`config.mk`:
```
export PLATFORM = sky130hd
export DESIGN_NAME = ir_prefetch_queue
export DESIGN_NICKNAME = d
export VERILOG_FILES = /design/src/rtl/ir_pkg.sv /design/src/rtl/ir_fifo.sv /design/src/rtl/ir_prefetch_queue.sv
export SDC_FILE = /design/constraint.sdc
export NUM_CORES = 1
export LEC_CHECK = 0
export CAP_MARGIN = 20
export CORE_ASPECT_RATIO = 0.9
export CORE_MARGIN = 3
export CORE_UTILIZATION = 45
export CTS_CLUSTER_SIZE = 28
export DETAILED_ROUTE_END_ITERATION = 12
export GPL_TIMING_DRIVEN = 0
export PLACE_DENSITY = 0.76
export SLEW_MARGIN = 15
export SYNTH_ARGS = -nofsm -noshare
export SYNTH_HDL_FRONTEND = slang
export SYNTH_SLANG_ARGS = --single-unit
```
`constraint.sdc`:
```
create_clock -name CLK -period 3.7 [get_ports CLK]
set_input_delay 0.555 -clock CLK [delete_from_list [all_inputs] [get_ports CLK]]
set_output_delay 0.555 -clock CLK [all_outputs]
set_load 0.03 [all_outputs]
```
`src/rtl/ir_pkg.sv`:
```
// Shared definitions for the instruction-register prefetch queue.
// Provides MIPS field positions and the queued entry type.
package ir_pkg;

    localparam int OP_MSB   = 31;
    localparam int OP_LSB   = 26;
    localparam int RS_MSB   = 25;
    localparam int RS_LSB   = 21;
    localparam int RT_MSB   = 20;
    localparam int RT_LSB   = 16;
    localparam int RD_MSB   = 15;
    localparam int RD_LSB   = 11;
    localparam int SA_MSB   = 10;
    localparam int SA_LSB   = 6;
    localparam int IMM_MSB  = 15;
    localparam int IMM_LSB  = 0;
    localparam int ADDR_MSB = 25;
    localparam int ADDR_LSB = 0;

    localparam int INS_W = 32;
    localparam int TAG_W = 32;

    typedef struct packed {
        logic [INS_W-1:0] ins;
        logic [TAG_W-1:0] pc;
    } ir_entry_t;

endpackage

```
`src/rtl/ir_fifo.sv`:
```
// Circular FIFO of DEPTH entries, each DW bits wide, with sync clear.
// Ports: CLK, RST (async low), clr_i, push_i, pop_i, wdata_i,
// rdata_o (head, combinational), count_o, full_o, empty_o.
module ir_fifo
    import ir_pkg::*;
#(
    parameter int DW    = 64,
    parameter int DEPTH = 4
) (
    input  logic                       CLK,
    input  logic                       RST,
    input  logic                       clr_i,
    input  logic                       push_i,
    input  logic                       pop_i,
    input  logic [DW-1:0]              wdata_i,
    output logic [DW-1:0]              rdata_o,
    output logic [$clog2(DEPTH):0]     count_o,
    output logic                       full_o,
    output logic                       empty_o
);

    localparam int AW = $clog2(DEPTH);
    localparam int CW = AW + 1;

    logic [DW-1:0] mem_q [DEPTH];
    logic [AW-1:0] wr_ptr_q, wr_ptr_d;
    logic [AW-1:0] rd_ptr_q, rd_ptr_d;
    logic [CW-1:0] cnt_q, cnt_d;
    logic          do_push;
    logic          do_pop;

    assign full_o  = (cnt_q == CW'(DEPTH));
    assign empty_o = (cnt_q == '0);
    assign count_o = cnt_q;
    assign rdata_o = mem_q[rd_ptr_q];

    // Caller guarantees push only when room (or popping) and pop only
    // when non-empty; guard anyway so the count can never wrap.
    assign do_push = push_i && (!full_o || pop_i);
    assign do_pop  = pop_i && !empty_o;

    always_comb begin
        wr_ptr_d = wr_ptr_q;
        rd_ptr_d = rd_ptr_q;
        cnt_d    = cnt_q;
        if (clr_i) begin
            wr_ptr_d = '0;
            rd_ptr_d = '0;
            cnt_d    = '0;
        end else begin
            if (do_push) wr_ptr_d = wr_ptr_q + AW'(1);
            if (do_pop)  rd_ptr_d = rd_ptr_q + AW'(1);
            cnt_d = cnt_q + CW'(do_push) - CW'(do_pop);
        end
    end

    always_ff @(posedge CLK or negedge RST) begin
        if (!RST) begin
            wr_ptr_q <= '0;
            rd_ptr_q <= '0;
            cnt_q    <= '0;
        end else begin
            wr_ptr_q <= wr_ptr_d;
            rd_ptr_q <= rd_ptr_d;
            cnt_q    <= cnt_d;
        end
    end

    // Storage needs no reset: entries are only read once counted.
    always_ff @(posedge CLK) begin
        if (!clr_i && do_push) mem_q[wr_ptr_q] <= wdata_i;
    end

endmodule

```
`src/rtl/ir_prefetch_queue.sv`:
```
// Prefetch queue feeding the architectural IR, with MIPS field slicing.
// Ports: fetch side (in_valid/in_ins/in_pc/in_ready), control
// (ir_load/flush), IR outputs (IRout/ir_pc/ir_valid), fields, q_count.
module ir_prefetch_queue
    import ir_pkg::*;
#(
    parameter int WIDTH = 32,
    parameter int DEPTH = 4,
    parameter int PC_W  = 32
) (
    input  logic                   CLK,
    input  logic                   RST,
    input  logic                   in_valid,
    input  logic [WIDTH-1:0]       in_ins,
    input  logic [PC_W-1:0]        in_pc,
    output logic                   in_ready,
    input  logic                   ir_load,
    input  logic                   flush,
    output logic [WIDTH-1:0]       IRout,
    output logic [PC_W-1:0]        ir_pc,
    output logic                   ir_valid,
    output logic [5:0]             op,
    output logic [4:0]             rs,
    output logic [4:0]             rt,
    output logic [4:0]             rd,
    output logic [4:0]             sa,
    output logic [15:0]            imm16,
    output logic [25:0]            addr26,
    output logic [$clog2(DEPTH):0] q_count
);

    localparam int DW = WIDTH + PC_W;

    logic [DW-1:0]    head;
    logic [WIDTH-1:0] head_ins;
    logic [PC_W-1:0]  head_pc;
    logic             full;
    logic             empty;
    logic             push_acc;
    logic             bypass;
    logic             fifo_push;
    logic             fifo_pop;

    logic [WIDTH-1:0] ir_q, ir_d;
    logic [PC_W-1:0]  pc_q, pc_d;
    logic             vld_q, vld_d;

    assign head_ins = head[DW-1:PC_W];
    assign head_pc  = head[PC_W-1:0];

    // A full queue still accepts when the same edge pops the head.
    assign in_ready  = !full || (ir_load && !empty);
    assign push_acc  = in_valid && in_ready;
    // Empty queue plus load: the fetched word goes straight to IR.
    assign bypass    = ir_load && empty && push_acc;
    assign fifo_push = push_acc && !bypass && !flush;
    assign fifo_pop  = ir_load && !empty && !flush;

    ir_fifo #(
        .DW    (DW),
        .DEPTH (DEPTH)
    ) u_fifo (
        .CLK     (CLK),
        .RST     (RST),
        .clr_i   (flush),
        .push_i  (fifo_push),
        .pop_i   (fifo_pop),
        .wdata_i ({in_ins, in_pc}),
        .rdata_o (head),
        .count_o (q_count),
        .full_o  (full),
        .empty_o (empty)
    );

    always_comb begin
        ir_d  = ir_q;
        pc_d  = pc_q;
        vld_d = vld_q;
        if (flush) begin
            vld_d = 1'b0;
        end else if (ir_load) begin
            if (!empty) begin
                ir_d  = head_ins;
                pc_d  = head_pc;
                vld_d = 1'b1;
            end else if (push_acc) begin
                ir_d  = in_ins;
                pc_d  = in_pc;
                vld_d = 1'b1;
            end else begin
                vld_d = 1'b0;
            end
        end
    end

    always_ff @(posedge CLK or negedge RST) begin
        if (!RST) begin
            ir_q  <= '0;
            pc_q  <= '0;
            vld_q <= 1'b0;
        end else begin
            ir_q  <= ir_d;
            pc_q  <= pc_d;
            vld_q <= vld_d;
        end
    end

    assign IRout    = ir_q;
    assign ir_pc    = pc_q;
    assign ir_valid = vld_q;

    assign op     = IRout[OP_MSB:OP_LSB];
    assign rs     = IRout[RS_MSB:RS_LSB];
    assign rt     = IRout[RT_MSB:RT_LSB];
    assign rd     = IRout[RD_MSB:RD_LSB];
    assign sa     = IRout[SA_MSB:SA_LSB];
    assign imm16  = IRout[IMM_MSB:IMM_LSB];
    assign addr26 = IRout[ADDR_MSB:ADDR_LSB];

endmodule
```
==> impl_summary.log <==
INFO  metric floorplan.core_area = 30200 um2
INFO  metric first_iter_violations = 292
INFO  metric timing.max_cap.violations = 0
INFO  metric outcome = completed
INFO  metric crit_fanout = 10
INFO  metric num-nets-final = 986
INFO  metric avgRoutedWirePerCell = 20.3 um
INFO  metric rsz_0062_raised_after_global_routing = false
INFO  metric netlist.area_leader.share = 0.554
INFO  metric placed_cell_area = 16600 um2
INFO  metric design.die.area = 33000 um2
INFO  metric netlist-cell-type-count = 30
INFO  metric max-vdd-ir-drop = 0.508 mV
INFO  metric grt_start_max_net_pins = 49
INFO  metric syn-cell-area = 13900 um2
INFO  metric critical_path.slowest_cell = sky130_fd_sc_hd__a21oi_1
INFO  metric clock_tree_from_tritoncts = done
INFO  metric critPathCaptureType = flip-flop
INFO  metric synth_commonest_cells = 256 x sky130_fd_sc_hd__edfxtp_1, 120 x sky130_fd_sc_hd__mux2_4, 72 x sky130_fd_sc_hd__buf_4, 72 x sky130_fd_sc_hd__dfrtp_1, 64 x sky130_fd_sc_hd__mux4_2
INFO  metric setup_slack = 0.910 ns
INFO  metric ys_top_cells_by_area = sky130_fd_sc_hd__edfxtp_1 55%, sky130_fd_sc_hd__dfrtp_1 13%, sky130_fd_sc_hd__mux2_4 13%
INFO  metric nets_in_the_synthesized_netlist = 737
INFO  metric die_h = 173 um
INFO  metric cts.sinks = 328
INFO  metric p_leak = 6.52 nW
INFO  metric first_global_vias = 7302
INFO  metric cellPowerDensity = 871 nW/um2
INFO  metric pin_count = 206
INFO  metric synth_async_sr_flop_share = 0.220
INFO  metric synth_seq_area_share = 0.683
INFO  metric gpl.final_weighted_congestion = 0.705
INFO  metric ys_ff_latch = 328
INFO  metric crit_path_max_incr_delay = 0.56 ns
INFO  metric drt-vias-per-instance = 5.06
INFO  metric post-synth-top-area-cell = sky130_fd_sc_hd__edfxtp_1
INFO  metric deepest_clock_path_buffer_count = 3
INFO  metric num_cts_buffers = 36
INFO  metric final_area = 17800 um2
INFO  metric synth.most_common_cell = sky130_fd_sc_hd__edfxtp_1
INFO  metric num_vias = 6778
INFO  metric tmin_final = 2.79 ns
INFO  metric cts-resized-gates = 0
INFO  metric slew_violations = 0
INFO  metric die_width = 191 um
INFO  metric layout_cell_share_with_drive_strength_beyond_1 = 0.373
INFO  metric grt_overflow_total = 0
INFO  metric drt-pass1-iter-count = 4
INFO  metric route.antenna.remaining_nets = 0
INFO  metric total_power = 15.5 mW
INFO  metric yosys_warnings = 0
INFO  metric clkLatencyLatePin = 0.50 ns
INFO  metric timing.slew.headroom = 0.510
INFO  metric hp-class = reg -> reg
INFO  metric dp_hpwl = 17000 um
INFO  metric cp_top_family = buffers and inverters
INFO  metric grt_use_total = 0.167
INFO  metric max_clock_freq = 0.358 GHz
INFO  metric cts_hold_buf = 1
INFO  metric drt_drc_violations_left = 0
INFO  metric clock-skew-final = 0.00944 ns
INFO  metric final.period_utilization = 0.754
INFO  metric cts.clk_slew.worst_paths = 0.06 ns
INFO  metric worst_ep_arrival_time = 3.20 ns
INFO  metric synth_ff_type = sky130_fd_sc_hd__edfxtp_1
INFO  metric critPathBufInv = 3
INFO  metric finalSetupViolations = 0
INFO  metric fillers = 2241
INFO  metric placed_cells_incl_taps = 1274
INFO  metric place_ws = 0.374 ns
INFO  metric crit_chain = clkdlybuf4s50_1 -> clkbuf_1 -> nand2b_1 -> a21oi_1 -> ha_1 -> inv_1 -> fa_1 -> xor2_1 -> and2_2 -> nor3_1
INFO  metric std_cell_rows = 60
INFO  metric syn-mean-instance-area = 21.0 um2
INFO  metric cp.required = 4.11 ns
INFO  metric report.final.hold_viol_count = 0
INFO  metric criticalPathCategory = in -> reg
INFO  metric syn-instance-count = 661
INFO  metric post_cts_buffers = 0
INFO  metric cts_max_level = 2
INFO  metric wire_length_of_the_first_global_routing_pass = 42700 um
INFO  metric antenna_found_initial = 1
INFO  metric setup-tns-final = 0 ns
INFO  metric max_slew.worst_pin.slew = 0.735 ns
INFO  metric final_cell_count_without_fillers = 1340
INFO  metric port_buffers = 205
INFO  metric cts_root_buffer = sky130_fd_sc_hd__clkbuf_16
INFO  metric worst_setup_path_start_kind = input pin
INFO  metric initial_core_util = 0.460
INFO  metric area.growth.synth_to_final = 28.0%
INFO  metric wirelength = 27100 um
INFO  metric synth_enable_flop_cells = 256
==> through the flow <==
step           hold WS (ns)   util
2_1_floorplan         0.259      -
3_3_place_gp          0.461  0.545
3_5_place_dp          0.473  0.550
4_1_cts               0.498  0.589
5_1_grt               0.526  0.589
6_report              0.491  0.589
==> final cells by class <==
type | count | area, um2 | share of cell area
sequential | 328 | 9490 | 0.534
multi-input combinational | 230 | 3640 | 0.205
timing repair buffer | 211 | 2200 | 0.124
buffer | 98 | 751 | 0.0423
clock inverter | 13 | 139 | 0.00782
tap | 403 | 504 | 0.0284
clock buffer | 51 | 1030 | 0.0580
inverter | 5 | 18.8 | 0.00106
antenna | 1 | 2.50 | 0.000141
==> layout by cell type (no fill, tap or decap), drive strengths merged, types with 2 or more instances in the layout <==
| cell | n |
|---|---|
| edfxtp | 256 |
| clkdlybuf4s50 | 204 |
| mux2 | 129 |
| buf | 97 |
| dfrtp | 72 |
| mux4 | 64 |
| clkbuf | 58 |
| clkinv | 9 |
| nor2 | 8 |
| ha | 6 |
| inv | 6 |
| and2 | 5 |
| xor2 | 4 |
| nand2b | 2 |
| bufinv | 2 |
==> registers in the layout, summed over array words and instances, names as in the netlist <==
signal / flops
u_fifo.rd_ptr_q: 2
ir_valid: 1
u_fifo.mem_q: 256
u_fifo.wr_ptr_q: 2
IRout: 32
u_fifo.count_o: 3
ir_pc: 32
==> final timing paths <==
| check | from | endpoint | slack, ns | depth (start not counted) |
|---|---|---|---|---|
| max | flush | u_fifo.count_o[2] | 0.91 | 10 |
| min | ir_valid | ir_valid | 0.49 | 1 |
| max reg2reg | u_fifo.count_o[2] | u_fifo.count_o[2] | 1.07 | 9 |
| min reg2reg | ir_valid | ir_valid | 0.49 | 1 |
| max in group asynchronous | RST | ir_pc[20] | 2.54 | 3 |
| min in group asynchronous | RST | IRout[0] | 0.54 | 2 |
==> power breakdown <==
| part | switching (mW) | internal, mW | total, mW |
|---|---|---|---|
| sequential | 0.392 | 4.57 | 4.97 |
| combinational | 3.26 | 3.78 | 7.05 |
| clock | 1.38 | 2.09 | 3.47 |
| total | 5.03 | 10.4 | 15.5 |
==> worst reg2reg max path, cell delays in order (launching register included) <==
cell and delay, ns:
sky130_fd_sc_hd__dfrtp_1 0.40, sky130_fd_sc_hd__buf_6 0.14, sky130_fd_sc_hd__xor2_1 0.15, sky130_fd_sc_hd__a21oi_1 0.59, sky130_fd_sc_hd__ha_1 0.26, sky130_fd_sc_hd__inv_1 0.05, sky130_fd_sc_hd__fa_1 0.40, sky130_fd_sc_hd__xor2_1 0.16
sky130_fd_sc_hd__and2_2 0.20, sky130_fd_sc_hd__nor3_1 0.17
==> routing by layer <==
layer / share of wire / GRT usage
met3: 0.061 / 0.0314
met5: 0 / 0
met1: 0.44 / 0.234
met2: 0.48 / 0.272
met4: 0.020 / 0.0407
==> logic make-up after synthesis <==
logic type	share of synthesized area
buffers and inverters	0.0554
XOR/XNOR	0.00252
AND/OR/NAND/NOR	0.00820
flip-flops	0.683
multiplexers	0.242
adder cells (fa/ha/maj)	0.00685
AO/OA/AOI/OAI	0.00207
No activity file was read; power rests on OpenSTA's default activity.
